==> src/rtl/ro_cnt_pkg.sv <==
// ---------------------------------------------------------------------------
// ro_cnt_pkg: shared state encoding and default sizes for the RO counter.
// Rev 1.0
// ---------------------------------------------------------------------------
`default_nettype none

package ro_cnt_pkg;

  localparam int RO_N_CH_DEF  = 2;
  localparam int RO_CNT_W_DEF = 32;
  localparam int RO_WIN_W_DEF = 24;

  typedef enum logic [1:0] {
    IDLE  = 2'd0,
    CLEAR = 2'd1,
    COUNT = 2'd2,
    DONE  = 2'd3
  } ro_state_t;

endpackage

`default_nettype wire

==> src/rtl/ro_edge_sync.sv <==
// ---------------------------------------------------------------------------
// ro_edge_sync: 2-flop synchronizer plus a third flop for rising-edge detect.
// Rev 1.0
// ---------------------------------------------------------------------------
`default_nettype none

module ro_edge_sync (
  input  logic clk,
  input  logic clr,
  input  logic d,
  output logic edge_p
);

  // [0] = sync1, [1] = sync2, [2] = sync3
  logic [2:0] r_sh;

  always_ff @(posedge clk) begin
    if (clr) begin
      r_sh <= '0;
    end else begin
      r_sh <= {r_sh[1:0], d};
    end
  end

  assign edge_p = r_sh[1] & ~r_sh[2];

endmodule

`default_nettype wire

==> src/rtl/ro_window_counter.sv <==
// ---------------------------------------------------------------------------
// ro_window_counter: window-gated N-channel RO edge counter with pairwise
// compare. Option macro RO_CNT_SATURATE_EN selects saturating counters. Rev 1.0
// ---------------------------------------------------------------------------
`default_nettype none

module ro_window_counter
  import ro_cnt_pkg::*;
#(
  parameter int N_CH  = RO_N_CH_DEF,
  parameter int CNT_W = RO_CNT_W_DEF,
  parameter int WIN_W = RO_WIN_W_DEF
) (
  input  logic                  clk,
  input  logic                  clr,
  input  logic                  start,
  input  logic [WIN_W-1:0]      win_len,
  input  logic [N_CH-1:0]       ch_in,
  output logic                  busy,
  output logic                  done,
  output logic [N_CH*CNT_W-1:0] cnt,
  output logic [N_CH-1:0]       sat,
  output logic [N_CH/2-1:0]     resp,
  output logic                  clr_done
);

  localparam logic [CNT_W-1:0] CNT_MAX = '1;

  ro_state_t               r_state;
  logic [WIN_W-1:0]        r_win_len;
  logic [WIN_W-1:0]        r_win_cnt;
  logic [N_CH*CNT_W-1:0]   r_cnt;
  logic [N_CH-1:0]         r_sat;
  logic [N_CH/2-1:0]       r_resp;
  logic                    r_busy;
  logic                    r_done;
  logic                    r_clr_done;

  logic [N_CH-1:0]         w_edge;
  logic [N_CH*CNT_W-1:0]   w_inc;
  logic [N_CH-1:0]         w_sat_nxt;
  logic [N_CH/2-1:0]       w_resp_nxt;
  logic [N_CH*CNT_W-1:0]   w_cnt_d;
  logic [N_CH-1:0]         w_sat_d;

  for (genvar i = 0; i < N_CH; i++) begin : g_ch
    logic [CNT_W-1:0] w_cur;

    ro_edge_sync u_sync (
      .clk    (clk),
      .clr    (clr),
      .d      (ch_in[i]),
      .edge_p (w_edge[i])
    );

    assign w_cur = r_cnt[i*CNT_W +: CNT_W];

`ifdef RO_CNT_SATURATE_EN
    assign w_inc[i*CNT_W +: CNT_W] = (w_edge[i] && (w_cur != CNT_MAX)) ?
                                     w_cur + CNT_W'(1) : w_cur;
    assign w_sat_nxt[i] = r_sat[i] | (w_inc[i*CNT_W +: CNT_W] == CNT_MAX);
`else
    assign w_inc[i*CNT_W +: CNT_W] = w_edge[i] ? w_cur + CNT_W'(1) : w_cur;
    assign w_sat_nxt[i] = 1'b0;
`endif
  end

  // Responses are taken from the post-increment counts of the last COUNT
  // cycle so they line up with the counts during the done pulse.
  for (genvar k = 0; k < N_CH/2; k++) begin : g_resp
    assign w_resp_nxt[k] = w_inc[(2*k)*CNT_W +: CNT_W] >
                           w_inc[(2*k+1)*CNT_W +: CNT_W];
  end

  always_comb begin
    w_cnt_d = r_cnt;
    w_sat_d = r_sat;
    case (r_state)
      CLEAR: begin
        w_cnt_d = '0;
        w_sat_d = '0;
      end
      COUNT: begin
        w_cnt_d = w_inc;
        w_sat_d = w_sat_nxt;
      end
      default: ;
    endcase
  end

  always_ff @(posedge clk) begin
    if (clr) begin
      r_state    <= IDLE;
      r_win_len  <= '0;
      r_win_cnt  <= '0;
      r_cnt      <= '0;
      r_sat      <= '0;
      r_resp     <= '0;
      r_busy     <= 1'b0;
      r_done     <= 1'b0;
      r_clr_done <= 1'b1;
    end else begin
      r_done     <= 1'b0;
      r_cnt      <= w_cnt_d;
      r_sat      <= w_sat_d;
      // Zero-detect on the value being loaded keeps clr_done aligned with cnt.
      r_clr_done <= (w_cnt_d == '0);
      case (r_state)
        IDLE: begin
          if (start) begin
            r_win_len <= (win_len == '0) ? WIN_W'(1) : win_len;
            r_state   <= CLEAR;
            r_busy    <= 1'b1;
          end
        end
        CLEAR: begin
          r_win_cnt <= '0;
          r_resp    <= '0;
          r_state   <= COUNT;
        end
        COUNT: begin
          r_win_cnt <= r_win_cnt + WIN_W'(1);
          if (r_win_cnt == r_win_len - WIN_W'(1)) begin
            r_state <= DONE;
            r_busy  <= 1'b0;
            r_done  <= 1'b1;
            r_resp  <= w_resp_nxt;
          end
        end
        DONE: begin
          r_state <= IDLE;
        end
        default: begin
          r_state <= IDLE;
        end
      endcase
    end
  end

  assign busy     = r_busy;
  assign done     = r_done;
  assign cnt      = r_cnt;
  assign sat      = r_sat;
  assign resp     = r_resp;
  assign clr_done = r_clr_done;

endmodule

`default_nettype wire

==> config.mk <==
export PLATFORM = sky130hd
export DESIGN_NAME = ro_window_counter
export DESIGN_NICKNAME = d
export VERILOG_FILES = /design/src/rtl/ro_cnt_pkg.sv /design/src/rtl/ro_edge_sync.sv /design/src/rtl/ro_window_counter.sv
export SDC_FILE = /design/constraint.sdc
export NUM_CORES = 1
export LEC_CHECK = 0
export BUFFER_PORTS_ARGS = -buffer_cell sky130_fd_sc_hd__clkbuf_2
export CAP_MARGIN = 20
export CORE_MARGIN = 5
export CORE_UTILIZATION = 42
export CTS_CLUSTER_DIAMETER = 80
export DETAILED_ROUTE_END_ITERATION = 8
export PLACE_DENSITY_LB_ADDON = 0.1
export SLEW_MARGIN = 25
export SYNTH_ARGS = -nofsm -noshare
export SYNTH_HDL_FRONTEND = slang
export SYNTH_SLANG_ARGS = --single-unit
==> constraint.sdc <==
create_clock -name clk -period 12.1 [get_ports clk]
set_clock_uncertainty 0.2 [all_clocks]
set_input_delay 2.42 -clock clk [delete_from_list [all_inputs] [get_ports clk]]
set_output_delay 2.42 -clock clk [all_outputs]
set_load 0.05 [all_outputs]
==> results of run 1 <==
-- flip-flops by register name, summed over array words and instances (netlist names) --
register,flops
g_ch.u_sync.r_sh,6
r_win_len,24
busy,1
r_win_cnt,24
resp,1
done,1
clr_done,1
r_state,2
cnt,64
-- stage by stage --
step                hold slack (ps)  cell area [µm²]  std cells
finish                          238            10500       1573
global route                    259            10500       1573
detailed placement              230             9800       1541
CTS                             245            10500       1573
global placement                223             9800       1541
floorplan                       214             9290       1250
-- final timing paths --
check / depth (start not counted) / slack (ps) / endpoint / start
setup / recovery: 15 / 7300 / resp / cnt[40]
hold / removal: 1 / 240 / g_ch[0].u_sync.r_sh[1] / g_ch[0].u_sync.r_sh[0]
setup reg to reg: 15 / 7300 / resp / cnt[40]
hold reg to reg: 1 / 240 / g_ch[0].u_sync.r_sh[1] / g_ch[0].u_sync.r_sh[0]
-- per-layer routing --
layer	up-vias	track usage (%)
met2	354	37.2
met5	-	0
met1	4382	37.0
met3	54	4.89
met4	0	6.05
li1	4592	-
-- kinds of logic after synthesis --
| kind of cell | Yosys count | synth area share (%) |
|---|---|---|
| AO/OA/AOI/OAI | 271 | 19.2 |
| XOR/XNOR | 91 | 8.73 |
| adder cells (fa/ha/maj) | 38 | 5.12 |
| buffers and inverters | 113 | 4.95 |
| flip-flops | 124 | 26.7 |
| multiplexers | 18 | 2.18 |
| other | 1 | 0.0404 |
| AND/OR/NAND/NOR | 593 | 33.0 |
-- worst max-delay path: cells and delay by family (launching register included) --
kind | cells | cell delay, ps
and+or+nand+nor | 11 | 3090
AOI/OAI and AO/OA | 3 | 710
DFF | 1 | 570
adders and majority gates | 1 | 140
-- cell usage in the layout, fill, tap and decap left out, types with 44 or more instances in the layout --
master    netlist  routed
xnor2_1        53      53
nand2_1       154     154
nor2_1        121     121
clkbuf_2        0      95
nand3_1        46      46
o21ai_0        65      65
a21oi_1        82      82
nand4_1        44      44
dfxtp_1       124     124
-- final cells by class --
cell class	count	area [µm²]
fill	2232	11300
multi-input combinational	1013	6350
sequential	124	2480
timing repair buffer	105	551
clock buffer	20	467
tap	280	350
clock inverter	12	231
inverter	19	71.3
-- power by group through the flow --
stage	Combinational (mW)	Sequential, mW	Clock (mW)
2_1_floorplan	0.314	0.460	0
3_3_place_gp	0.430	0.462	0
3_5_place_dp	0.430	0.462	0
5_1_grt	0.484	0.457	0.647
4_1_cts	0.431	0.453	0.625
6_report	0.435	0.453	0.618
==> results.sh, run 1 <==
export IMPL_status="complete, no violations"
export IMPL_routedWlPerCell_um=20.0
export IMPL_layout_worst_path_cycle_share_pct=39.6
export IMPL_drive_gt1_share_pct=14.0
export IMPL_power_switching_mw=0.545
export IMPL_clk_pin_slew_ps=70
export IMPL_place_hpwl_um=23400
export IMPL_viasPerCell=5.96
export IMPL_postCtsSetupBuffers=0
export IMPL_syn_area_mm2=0.00928
export IMPL_power_internal_mw=0.960
export IMPL_vias=9382
export IMPL_cpPeakStageDelay_ps=670
export IMPL_dr_first_iter_drc_count=894
export IMPL_finish_utilization_pct=48.1
export IMPL_place_ws_ps=7410
export IMPL_grt_pass1_vias=8340
export IMPL_critical_path_required_ps=12260
export IMPL_place_gp_congestion=0.929
export IMPL_worstPathCellList="nand4_2 -> or4_1 -> or4_1 -> or2_2 -> and2_1 -> nor2_1 -> ha_1 -> nand4_1 -> nor2_1 -> nand3_1 -> or3_1 -> a311oi_1 -> nor4_1 -> a211o_1 -> a31oi_1"
export IMPL_p_comb_share_pct=28.9
export IMPL_highest_signal_layer="met4"
export IMPL_ant_nets=0
export IMPL_p_sw_share_pct=36.2
export IMPL_die_area_mm2=0.0252
export IMPL_max_cap_violations=0
export IMPL_cp_max_fo=12
export IMPL_cp_arrival_ps=4950
export IMPL_core_area_mm2=0.0218
export IMPL_ys_types=85
export IMPL_slowest_stage="or4_1"
export IMPL_cts_path_max_buffers=2
export IMPL_grt_max_degree=62
export IMPL_setup_slack_ps=7300
export IMPL_dr_pass1_iters=6
export IMPL_ys_warn_count=0
export IMPL_power_density_mw_per_mm2=143
export IMPL_final_nets=1347
export IMPL_p_leak_nw=3.89
export IMPL_met3WireLength_um=2200
export IMPL_drt_total_wl_um=31500
export IMPL_seqPwrFrac_pct=30.1
export IMPL_chipHeight_um=159
export IMPL_synth_edf_count=0
export IMPL_hp_class="reg2reg"
export IMPL_wl_met1_um=15000
export IMPL_cts_tree="built"
export IMPL_fp_dieW_um=159
export IMPL_rows=54
export IMPL_critPathKind="reg2reg"
export IMPL_synth_top_area_share_pct=26.7
export IMPL_endpoint_kind="flop"
export IMPL_start_kind="flop"
export IMPL_avgSynthCellArea_um2=7.43
export IMPL_clock_sinks=124
export IMPL_period_minus_slack_ps=4800
export IMPL_synth_cells=1249
export IMPL_clkLatencyLatePin_ps=430
export IMPL_synth_area_leaders="dfxtp_1 (27%), nand2_1 (6.2%), ha_1 (5.1%), xnor2_1 (5.0%), nor2_1 (4.9%)"
export IMPL_clockRootBuffer="clkbuf_16"
export IMPL_worstMarginPinSlew_ps=891
export IMPL_ys_top_cells_by_count="nand2_1 (154), dfxtp_1 (124), nor2_1 (121)"
export IMPL_hold_viol=0
export IMPL_rsz0062_at_grt="false"
export IMPL_track_usage_pct=25.0
export IMPL_fmax_ghz=0.209
export IMPL_io_buffers=96
export IMPL_met2WireLength_um=13600
export IMPL_synth_ff_type="dfxtp_1"
export IMPL_ys_ff_latch=124
export IMPL_grt_antenna_before_repair=0
export IMPL_maxSlewViolCount=0
export IMPL_tns_ps=0
export IMPL_gr_total_overflow=0
export IMPL_route_detailed_drc=0
export IMPL_slew_headroom_pct=40.6
export IMPL_areaGrowthSynthToFinish_pct=13.1
export IMPL_grt_pass1_wl_um=48900
export IMPL_diodes=0
export IMPL_synth_top_area_cell="dfxtp_1"
export IMPL_async_reset_ff_share_pct=0
export IMPL_yosysMostFrequentCell="nand2_1"
export IMPL_start_util_pct=42.5
export IMPL_h_tree_depth=4
export IMPL_cts_resized=0
export IMPL_cts_buffers=17
export IMPL_fin_total_pwr_mw=1.51
export IMPL_setup_viol=0
export IMPL_peakVddDrop_uv=333
export IMPL_ios=99
export IMPL_synth_yosys_seq_area_share_pct=26.7
export IMPL_hold_buffers=0
export IMPL_clockPowerShare_pct=41.0
Note: power is estimated with default switching activity, not from simulation.
==> inputs of run 2 (changes only) <==
Clock period 12.1 ns to 3.85 ns, I/O delays scaled along.
==> run 2 against run 1 <==
Compared with the run above:
- worst hold slack better by 1.1 ps
- register-to-register slack got worse by 7200 ps
- final area up 8.4%
- via count increased by 4.5%
- first-iteration DRC count down 4.1%
- sequential power rose to 3.1 times the previous value
- non-clock buffer count increased by 103
- worst setup slack got worse by 7200 ps
- flip-flop and latch count did not move
- global-route usage is 0.064 points lower
- sequential share of layout area down 1.1 points
- highest routed layer is now met5
==> results.sh, run 2 (synthesis results as in run 1) <==
export IMPL_status="complete, no violations"
export IMPL_cts_tree="built"
export IMPL_grt_max_degree=55
export IMPL_worstMarginPinSlew_ps=878
export IMPL_rows=54
export IMPL_start_kind="flop"
export IMPL_place_hpwl_um=23800
export IMPL_seqCellArea_mm2=0.00257
export IMPL_cp_max_fo=5
export IMPL_path_buf_inv=0
export IMPL_start_util_pct=42.5
export IMPL_drive_gt1_share_pct=23.7
export IMPL_worstPathCellList="nand4_1 -> or4_4 -> or3_4 -> or2_4 -> xnor2_2 -> ha_1 -> nand4_1 -> nor2_2 -> nand3_2 -> or3_4 -> a311oi_2 -> nor4_1 -> a211o_1 -> a31oi_1"
export IMPL_cp_arrival_ps=3940
export IMPL_period_minus_slack_ps=3790
export IMPL_ios=99
export IMPL_route_detailed_drc=0
export IMPL_hp_class="reg2reg"
export IMPL_chipHeight_um=159
export IMPL_fmax_ghz=0.264
export IMPL_largest_reg_flops=64
export IMPL_slew_headroom_pct=41.4
export IMPL_grt_antenna_before_repair=2
export IMPL_multi_input_area_mm2=0.00642
export IMPL_clockRootBuffer="clkbuf_16"
export IMPL_layout_common_cells="nand2_1 (153), nor2_1 (120), buf_4 (112)"
export IMPL_max_cap_violations=0
export IMPL_areaGrowthSynthToFinish_pct=22.6
export IMPL_track_usage_pct=24.9
export IMPL_layout_worst_path_cycle_share_pct=98.4
export IMPL_routedWlPerCell_um=18.8
export IMPL_hold_buffers=0
export IMPL_power_density_mw_per_mm2=407
export IMPL_cts_buffers=17
export IMPL_grt_pass1_wl_um=49200
export IMPL_gr_total_overflow=0
export IMPL_die_area_mm2=0.0252
export IMPL_ant_nets=0
export IMPL_critical_path_depth=14
export IMPL_h_tree_depth=4
export IMPL_critPathKind="reg2reg"
export IMPL_io_buffers=96
export IMPL_maxSlewViolCount=0
export IMPL_vias=9804
export IMPL_worstHoldPathCells=1
export IMPL_tns_ps=0
export IMPL_clk_pin_slew_ps=60
export IMPL_drt_total_wl_um=31500
export IMPL_crit_family="simple AND/OR/NAND/NOR gates"
export IMPL_core_area_mm2=0.0218
export IMPL_place_ws_ps=-7.45
export IMPL_setup_slack_ps=61.7
export IMPL_rsz0062_at_grt="true"
export IMPL_diodes=0
export IMPL_fin_area_mm2=0.0114
export IMPL_dpl_cell_area_mm2=0.0107
export IMPL_place_gp_congestion=0.921
export IMPL_setup_viol=0
export IMPL_cpPeakStageDelay_ps=630
export IMPL_fill_cells=2142
export IMPL_fin_total_pwr_mw=4.63
export IMPL_viasPerCell=5.85
export IMPL_cts_path_max_buffers=2
export IMPL_p_leak_nw=4.45
export IMPL_critical_path_required_ps=4000
export IMPL_hold_viol=0
export IMPL_peakVddDrop_uv=474
export IMPL_dr_first_iter_drc_count=857
export IMPL_dr_pass1_iters=5
export IMPL_clkLatencyLatePin_ps=430
export IMPL_worstRegToRegCells=14
export IMPL_fp_dieW_um=159
export IMPL_final_common_cell="nand2_1"
export IMPL_endpoint_kind="flop"
export IMPL_final_nets=1450
export IMPL_grt_pass1_vias=8955
export IMPL_clock_sinks=124
export IMPL_slowest_stage="or4_4"
-- run 2: final timing paths --
check	from	to	slack, ps
max	cnt[15]	resp	60
min	g_ch[0].u_sync.r_sh[0]	g_ch[0].u_sync.r_sh[1]	240
max reg2reg	cnt[15]	resp	60
min reg2reg	g_ch[0].u_sync.r_sh[0]	g_ch[0].u_sync.r_sh[1]	240
-- run 2: area by class of cell --
class,count,share of cell area [%]
repair buffers,208,11.7
clock buffers,21,4.23
flip-flops and latches,124,22.6
well taps,280,3.08
inverters,19,0.627
clock inverters,11,1.36
multi-input cells,1013,56.4
-- run 2: per-layer routing --
| layer | track usage, % | share of wire, % | up-vias |
|---|---|---|---|
| li1 | - | - | 4796 |
| met1 | 36.0 | 46 | 4600 |
| met2 | 36.8 | 44 | 368 |
| met3 | 6.36 | 8.7 | 36 |
| met4 | 6.62 | 1.5 | 4 |
| met5 | 0 | 0.073 | - |
-- run 2: worst register-to-register path: cells and delay by family, from the launching register on --
family / cells / cell delay (ps)
simple gates: 9 / 2170
flops: 1 / 340
xor+xnor: 1 / 140
fa+ha+maj: 1 / 310
compound gates: 3 / 560
-- run 2: through the flow --
| step | hold WS, ps | cells | util, % |
|---|---|---|---|
| CTS | 243 | 1676 | 52.0 |
| finish | 239 | 1676 | 52.2 |
| global placement | 232 | 1644 | 49.1 |
| detailed placement | 228 | 1644 | 49.1 |
| global route | 262 | 1676 | 52.2 |
| floorplan | 214 | 1250 | - |
-- run 2: what timing repair did --
item                       in CTS  in global routing
setup endpoints to repair       1                  1
setup buffers                   0                  0
gates resized for setup         1                  7
pin swaps                       5                  7
-- run 2: where the power goes --
part	internal (mW)	total [mW]	switching, mW
clock network	1.10	1.76	0.659
registers	1.33	1.41	0.0787
logic	0.457	1.46	1.01
